$ cat config.mk
export PLATFORM = sky130hd
export DESIGN_NAME = vx_decode_ibuf
export DESIGN_NICKNAME = d
export VERILOG_FILES = /design/src/rtl/vx_decode_ibuf_pkg.sv /design/src/rtl/vx_ibuf_rr_arbiter.sv /design/src/rtl/vx_decode_ibuf.sv
export SDC_FILE = /design/constraint.sdc
export NUM_CORES = 2
export LEC_CHECK = 0
export ABC_CLOCK_PERIOD_IN_PS = 23300
export CAP_MARGIN = 40
export CELL_PAD_IN_SITES_DETAIL_PLACEMENT = 0
export CELL_PAD_IN_SITES_GLOBAL_PLACEMENT = 1
export CORE_AREA = 2 2 287 573
export CTS_BUF_LIST = sky130_fd_sc_hd__clkbuf_16
export DETAILED_ROUTE_END_ITERATION = 10
export DIE_AREA = 0 0 289 575
export GPL_ROUTABILITY_DRIVEN = 0
export PLACE_DENSITY = 0.8
export SETUP_SLACK_MARGIN = 0.15
export SLEW_MARGIN = 5
export SYNTH_ARGS = -nofsm -noshare
export SYNTH_HDL_FRONTEND = slang
export SYNTH_SLANG_ARGS = --single-unit
$ cat constraint.sdc
create_clock -name clk -period 23.3 [get_ports clk]
set_clock_uncertainty 0.1 [all_clocks]
set_input_delay 2.33 -clock clk [delete_from_list [all_inputs] [get_ports clk]]
set_output_delay 2.33 -clock clk [all_outputs]
set_load 0.1 [all_outputs]
$ cat src/rtl/vx_decode_ibuf_pkg.sv
// -----------------------------------------------------------------------------
// vx_decode_ibuf_pkg
// Shared definitions for the decode-to-issue instruction buffer.
//   - Default configuration constants and the values derived from them
//     (WARPS_PER_SLOT, CNT_WIDTH).
//   - ibuf_entry_t: packed {wid, data} record for the default configuration.
//   - slot_of(): maps a warp id onto the issue slot that serves it.
// -----------------------------------------------------------------------------
package vx_decode_ibuf_pkg;

    localparam int DEF_NUM_WARPS   = 4;
    localparam int DEF_ISSUE_WIDTH = 2;
    localparam int DEF_DEPTH       = 4;
    localparam int DEF_DATA_WIDTH  = 128;
    localparam int DEF_WID_WIDTH   = $clog2(DEF_NUM_WARPS);

    localparam int WARPS_PER_SLOT  = DEF_NUM_WARPS / DEF_ISSUE_WIDTH;
    localparam int CNT_WIDTH       = $clog2(DEF_DEPTH) + 1;

    typedef struct packed {
        logic [DEF_WID_WIDTH-1:0]  wid;
        logic [DEF_DATA_WIDTH-1:0] data;
    } ibuf_entry_t;

    // Warp w is always served by slot w % issue_width.
    function automatic int unsigned slot_of(input int unsigned wid,
                                            input int unsigned issue_width = DEF_ISSUE_WIDTH);
        return wid % issue_width;
    endfunction

endpackage

$ cat src/rtl/vx_ibuf_rr_arbiter.sv
// -----------------------------------------------------------------------------
// vx_ibuf_rr_arbiter
// N-request round-robin arbiter with hold-on-stall.
//   clk, reset : clock, synchronous active-high reset
//   req        : request vector (local warp indices of one slot)
//   hold       : current grant is valid but not accepted; freeze it
//   advance    : current grant is accepted; move priority past it
//   valid      : any request present
//   grant      : granted local index (combinational)
// -----------------------------------------------------------------------------
module vx_ibuf_rr_arbiter #(
    parameter  int N     = 2,
    localparam int IDX_W = (N > 1) ? $clog2(N) : 1
) (
    input  logic             clk,
    input  logic             reset,
    input  logic [N-1:0]     req,
    input  logic             hold,
    input  logic             advance,
    output logic             valid,
    output logic [IDX_W-1:0] grant
);

    logic [IDX_W-1:0] rr_ptr;
    logic [IDX_W-1:0] hold_idx;
    logic             hold_r;
    logic [IDX_W-1:0] raw_grant;
    logic [IDX_W-1:0] cand;

    // Scan from the farthest offset down so the nearest requester at or
    // after rr_ptr is the one that survives.
    always_comb begin
        raw_grant = rr_ptr;
        cand      = '0;
        for (int k = N - 1; k >= 0; k--) begin
            cand      = IDX_W'((32'(rr_ptr) + 32'(k)) % 32'(N));
            raw_grant = req[cand] ? cand : raw_grant;
        end
    end

    assign valid = |req;
    // A stalled grant must not move when a higher-priority warp fills up.
    assign grant = hold_r ? hold_idx : raw_grant;

    // Priority pointer and stall latch.
    always_ff @(posedge clk) begin
        if (reset) begin
            rr_ptr   <= '0;
            hold_r   <= 1'b0;
            hold_idx <= '0;
        end else if (advance) begin
            rr_ptr   <= (32'(grant) == 32'(N - 1)) ? '0 : grant + IDX_W'(1);
            hold_r   <= 1'b0;
        end else begin
            hold_r   <= hold;
            hold_idx <= grant;
        end
    end

endmodule

$ cat src/rtl/vx_decode_ibuf.sv
// -----------------------------------------------------------------------------
// vx_decode_ibuf
// Decode-to-issue instruction buffer: one per-warp FIFO per warp, drained onto
// ISSUE_WIDTH issue slots; warp w is served by slot w % ISSUE_WIDTH through a
// round-robin arbiter per slot.
//
// Ports
//   clk, reset        : clock, synchronous active-high reset
//   in_valid/in_ready : decoded-instruction handshake (in_ready depends only
//                       on in_wid occupancy, never on in_valid)
//   in_wid, in_data   : warp id and payload of the incoming instruction
//   out_valid/ready   : per-slot issue handshake
//   out_wid, out_data : per-slot granted warp id and head payload
//   ibuf_pop          : per-slot dequeue pulse, same cycle as the fire
//
// Build option
//   VX_DECODE_IBUF_BYPASS_EN : an instruction for an empty warp whose slot is
//   idle and ready passes straight to out_* in the same cycle without being
//   written to the FIFO. Undefined by default (minimum latency 1 cycle).
// -----------------------------------------------------------------------------
module vx_decode_ibuf
    import vx_decode_ibuf_pkg::*;
#(
    parameter int NUM_WARPS   = DEF_NUM_WARPS,
    parameter int ISSUE_WIDTH = DEF_ISSUE_WIDTH,
    parameter int DEPTH       = DEF_DEPTH,
    parameter int DATA_WIDTH  = DEF_DATA_WIDTH,
    parameter int WID_WIDTH   = $clog2(NUM_WARPS)
) (
    input  logic                            clk,
    input  logic                            reset,
    input  logic                            in_valid,
    input  logic [WID_WIDTH-1:0]            in_wid,
    input  logic [DATA_WIDTH-1:0]           in_data,
    output logic                            in_ready,
    output logic [ISSUE_WIDTH-1:0]          out_valid,
    output logic [ISSUE_WIDTH*WID_WIDTH-1:0]  out_wid,
    output logic [ISSUE_WIDTH*DATA_WIDTH-1:0] out_data,
    input  logic [ISSUE_WIDTH-1:0]          out_ready,
    output logic [ISSUE_WIDTH-1:0]          ibuf_pop
);

    localparam int WPS    = NUM_WARPS / ISSUE_WIDTH;
    localparam int CNT_W  = $clog2(DEPTH) + 1;
    localparam int PTR_W  = $clog2(DEPTH);
    localparam int LIDX_W = (WPS > 1) ? $clog2(WPS) : 1;

    logic [DATA_WIDTH-1:0] mem   [NUM_WARPS][DEPTH];
    logic [CNT_W-1:0]      count [NUM_WARPS];
    logic [PTR_W-1:0]      rptr  [NUM_WARPS];
    logic [PTR_W-1:0]      wptr  [NUM_WARPS];

    logic [NUM_WARPS-1:0]   push_w;
    logic [NUM_WARPS-1:0]   pop_w;
    logic [ISSUE_WIDTH-1:0] bypass;
    logic [ISSUE_WIDTH-1:0] fire;
    logic                   push;

    // A full queue refuses even when it pops this cycle.
    assign in_ready = (count[in_wid] != CNT_W'(DEPTH));
    assign push     = in_valid && in_ready && !(|bypass);

    // One-hot push target.
    always_comb begin
        push_w = '0;
        for (int w = 0; w < NUM_WARPS; w++) begin
            push_w[w] = push && (in_wid == WID_WIDTH'(w));
        end
    end

    // Pointer and occupancy bookkeeping for every warp FIFO.
    always_ff @(posedge clk) begin
        if (reset) begin
            for (int w = 0; w < NUM_WARPS; w++) begin
                count[w] <= '0;
                rptr[w]  <= '0;
                wptr[w]  <= '0;
            end
        end else begin
            for (int w = 0; w < NUM_WARPS; w++) begin
                wptr[w]  <= wptr[w] + PTR_W'(push_w[w]);
                rptr[w]  <= rptr[w] + PTR_W'(pop_w[w]);
                count[w] <= count[w] + CNT_W'(push_w[w]) - CNT_W'(pop_w[w]);
            end
        end
    end

    // Payload storage; deliberately not reset.
    always_ff @(posedge clk) begin
        if (push && !reset) begin
            mem[in_wid][wptr[in_wid]] <= in_data;
        end
    end

    for (genvar s = 0; s < ISSUE_WIDTH; s++) begin : g_slot
        logic [WPS-1:0]       req;
        logic [WPS-1:0]       req_eff;
        logic [LIDX_W-1:0]    grant;
        logic [WID_WIDTH-1:0] gwid;
        logic                 arb_valid;
        logic                 byp;

        // Non-empty warps served by this slot, by local index.
        always_comb begin
            req = '0;
            for (int l = 0; l < WPS; l++) begin
                req[l] = (count[l * ISSUE_WIDTH + s] != '0);
            end
        end

`ifdef VX_DECODE_IBUF_BYPASS_EN
        // The slot being idle implies the target warp's queue is empty too.
        assign byp = in_valid && !reset && out_ready[s] && (req == '0) &&
                     (slot_of(32'(in_wid), ISSUE_WIDTH) == 32'(s));
`else
        assign byp = 1'b0;
`endif
        assign bypass[s] = byp;

        // A bypassed instruction appears as a request so the pointer update
        // is identical to a normal pop.
        always_comb begin
            req_eff = '0;
            for (int l = 0; l < WPS; l++) begin
                req_eff[l] = req[l] || (byp && (32'(in_wid) == 32'(l * ISSUE_WIDTH + s)));
            end
        end

        vx_ibuf_rr_arbiter #(
            .N(WPS)
        ) u_arb (
            .clk     (clk),
            .reset   (reset),
            .req     (req_eff),
            .hold    (out_valid[s] && !out_ready[s]),
            .advance (fire[s]),
            .valid   (arb_valid),
            .grant   (grant)
        );

        assign gwid         = WID_WIDTH'(32'(grant) * 32'(ISSUE_WIDTH) + 32'(s));
        assign out_valid[s] = arb_valid && !reset;
        assign fire[s]      = out_valid[s] && out_ready[s];
        assign ibuf_pop[s]  = fire[s];
        assign out_wid[s*WID_WIDTH +: WID_WIDTH]    = byp ? in_wid  : gwid;
        assign out_data[s*DATA_WIDTH +: DATA_WIDTH] = byp ? in_data : mem[gwid][rptr[gwid]];

        for (genvar l = 0; l < WPS; l++) begin : g_pop
            assign pop_w[l * ISSUE_WIDTH + s] = fire[s] && !byp && (grant == LIDX_W'(l));
        end
    end

endmodule
==> flow_summary.toml <==
[clock_tree]
clockRootBuffer = "clkbuf_16"
cts_buffers = 179
post_cts_buffers = 0
cts_tree = "done"
clkTransAtPathRegs_ps = 60
cts.path.max_buffers = 4
cts_hold_buf = 0
worst_skew_pair.late_latency_ps = 760
cts_resized = 0
cts_sinks = 2082
htreeDepth = 4

[yosys]
synth_edf_count = 2048
synth_simple_gate_area_share = 0.00542
synth_fa_ha_area_frac = 0.00306
syn-num-nets = 3314
synth-compound-area-share = 0.00176
synthFlopType = "edfxtp_1"
synthMuxAreaShare = 0.188
ys_types = 46
syn_area_sq_um = 79000
ys_ff_latch = 2082
synth-seq-area-share = 0.787
async_flop_share = 0
yosysWarnings = 0
synth_xor_xnor_area_share = 0.00177
syn_area_per_cell_sq_um = 25.0
syn_inst = 3163
synth_top_family_by_area = "multiplexers"

[floorplanning]
row_count = 209
die_area_sq_um = 166000
dieHeight_microns = 575
die_w_microns = 289
io_pins = 400
fp.coreArea_sq_um = 162000
start_util = 0.489

[routing]
num_vias = 36800
wl_microns = 185000
wl_per_cell_microns = 29.8
via_per_inst = 5.94
dr.pass1.iters = 7
drc_errors = 0
antenna_left = 0
drtIter0Drc = 3631

[hold_path]
hold_path_class = "register to register"
min_from = "g_slot[1].u_arb.rr_ptr"

[sta]
period_share = 0.308
relSlewSlack = 0.362
whs_ps = 386
tightestPinTransition_ps = 958
setup_viol = 0
rsz0062_at_grt = "no"
tns_ps = 0
fin_crit_ps = 7170
clock.fmax_ghz = 0.139
slew_viol_final = 0
hold_violations = 0

[pwr]
power.total_w = 0.0139
p_per_area_nw_per_um2 = 143
vdd_drop_max_mv = 0.209
power.switching_w = 0.00535
pwr-share-clk = 0.209
combPwrFrac = 0.490
pwr-share-seq = 0.301
internal-power_w = 0.00856
p_sw_frac = 0.385
leakagePower_nw = 30.8

[global_routing]
grt_max_degree = 100
grt_pass1_wl_microns = 270000
antenna_found_initial = 14
grt_use_total = 0.225
grt_pass1_vias = 39900
grt.overflow.total = 0

[placement]
dpl_cell_area_sq_um = 91600
dp_hpwl_microns = 103000
placedCellCount = 5877
portBuffers = 397

[setup_path]
worst_ep_required_time_ps = 20870
cp-end-kind = "output pin"
cp-startpoint = "count[0][1]"
worstSetupPathType = "register to output pin"
rr_startpoint = "count[3][1]"
crit_fanout = 42
arrival_ps = 4740
worst_setup_path_start_kind = "register"

[final_layout]
drive_gt1_frac = 0.333
fin_area_sq_um = 97300
final_nets = 4099
layoutNonFillerInstCount = 6201
syn2layout_area_growth_pct = 23.2

[outcome]
status = "finished clean"

[flow_run]
maxCapViolCount = 0
stage by stage:
stage / setup WS [ps] / util
final: 16130 / 0.602
after CTS: 15990 / 0.602
after global placement: 15950 / 0.529
after global routing: 15910 / 0.602
after detailed placement: 16370 / 0.567
after floorplan: 7180 / -
cells in the final DEF, fill, tap and decap left out, drive strengths merged, types with 29 or more instances in the layout:
| master | count |
|---|---|
| dfxtp | 34 |
| clkbuf | 180 |
| clkinv | 73 |
| mux4 | 514 |
| buf | 359 |
| edfxtp | 2048 |
| clkdlybuf4s50 | 396 |
| nor2 | 29 |
| inv | 56 |
| mux2 | 256 |
layout make-up:
class                      count  area, sq um
tap                         2110         2640
fill                       10800        64300
inverter                      18         80.1
clock inverter               140         1170
timing repair buffer         755        10800
multi-input combinational    912        15900
sequential                  2082        62200
clock buffer                 180         4500
antenna                        4         10.0
worst max-delay path, stage by stage (launching register included):
cell             delay (ps)
dfxtp_1                 350
nor3_1                  590
a2111oi_2               190
or2_1                   330
inv_6                   430
buf_4                   740
mux2_1                  390
clkdlybuf4s50_1         620
buf_16                  270
cell usage after synthesis, types with 11 or more instances:
cell type  number  area share
mux4_2        514        0.15
mux2_1         46      0.0066
buf_12         11      0.0028
buf_2          11     0.00070
clkbuf_1       89      0.0042
xnor2_1        14      0.0016
buf_6          12      0.0017
dfxtp_1        34      0.0086
inv_1          16     0.00076
ha_1           12      0.0019
mux2_4        100       0.019
buf_1          19     0.00090
edfxtp_1     2048        0.78
nor2_1         29      0.0014
nor2b_1        16      0.0013
mux2_2        110       0.016
worst paths after layout:
check                                               to  slack [ps]  cells past startpoint
worst max-delay path                     out_data[104]       16130                      8
worst min-delay path            g_slot[1].u_arb.rr_ptr         390                      2
worst max register to register              mem[2][77]       19330                      9
worst min register to register  g_slot[1].u_arb.rr_ptr         390                      2
state kept, by name, summed over array words and instances, names as in the netlist:
register               flops
mem                     2048
count                     12
rptr                       8
wptr                       8
g_slot.u_arb.hold_idx      2
g_slot.u_arb.hold_r        2
g_slot.u_arb.rr_ptr        2
logic make-up after synthesis:
| group | count (synthesis) |
|---|---|
| flops | 2082 |
| other cells | 2 |
| buf+inv | 169 |
| compound gates | 19 |
| fa+ha+maj | 17 |
| simple gates | 84 |
| mux | 774 |
| xor+xnor | 16 |
routing by layer:
layer	vias up	track usage	share of wire
met3	347	0.0372	0.064
met1	19900	0.282	0.37
met2	1575	0.401	0.54
li1	15000	-	-
met5	-	0	0.00075
met4	20	0.0671	0.028
power groups by stage:
stage | sequential [W] | combinational (W) | clock, W
after global placement | 0.00430 | 0.00510 | 0
final | 0.00419 | 0.00681 | 0.00291
after CTS | 0.00419 | 0.00687 | 0.00297
after global routing | 0.00419 | 0.00699 | 0.00309
after detailed placement | 0.00427 | 0.00684 | 0
after floorplan | 0.00425 | 0.00404 | 0
No activity file was read; power rests on OpenSTA's default activity.
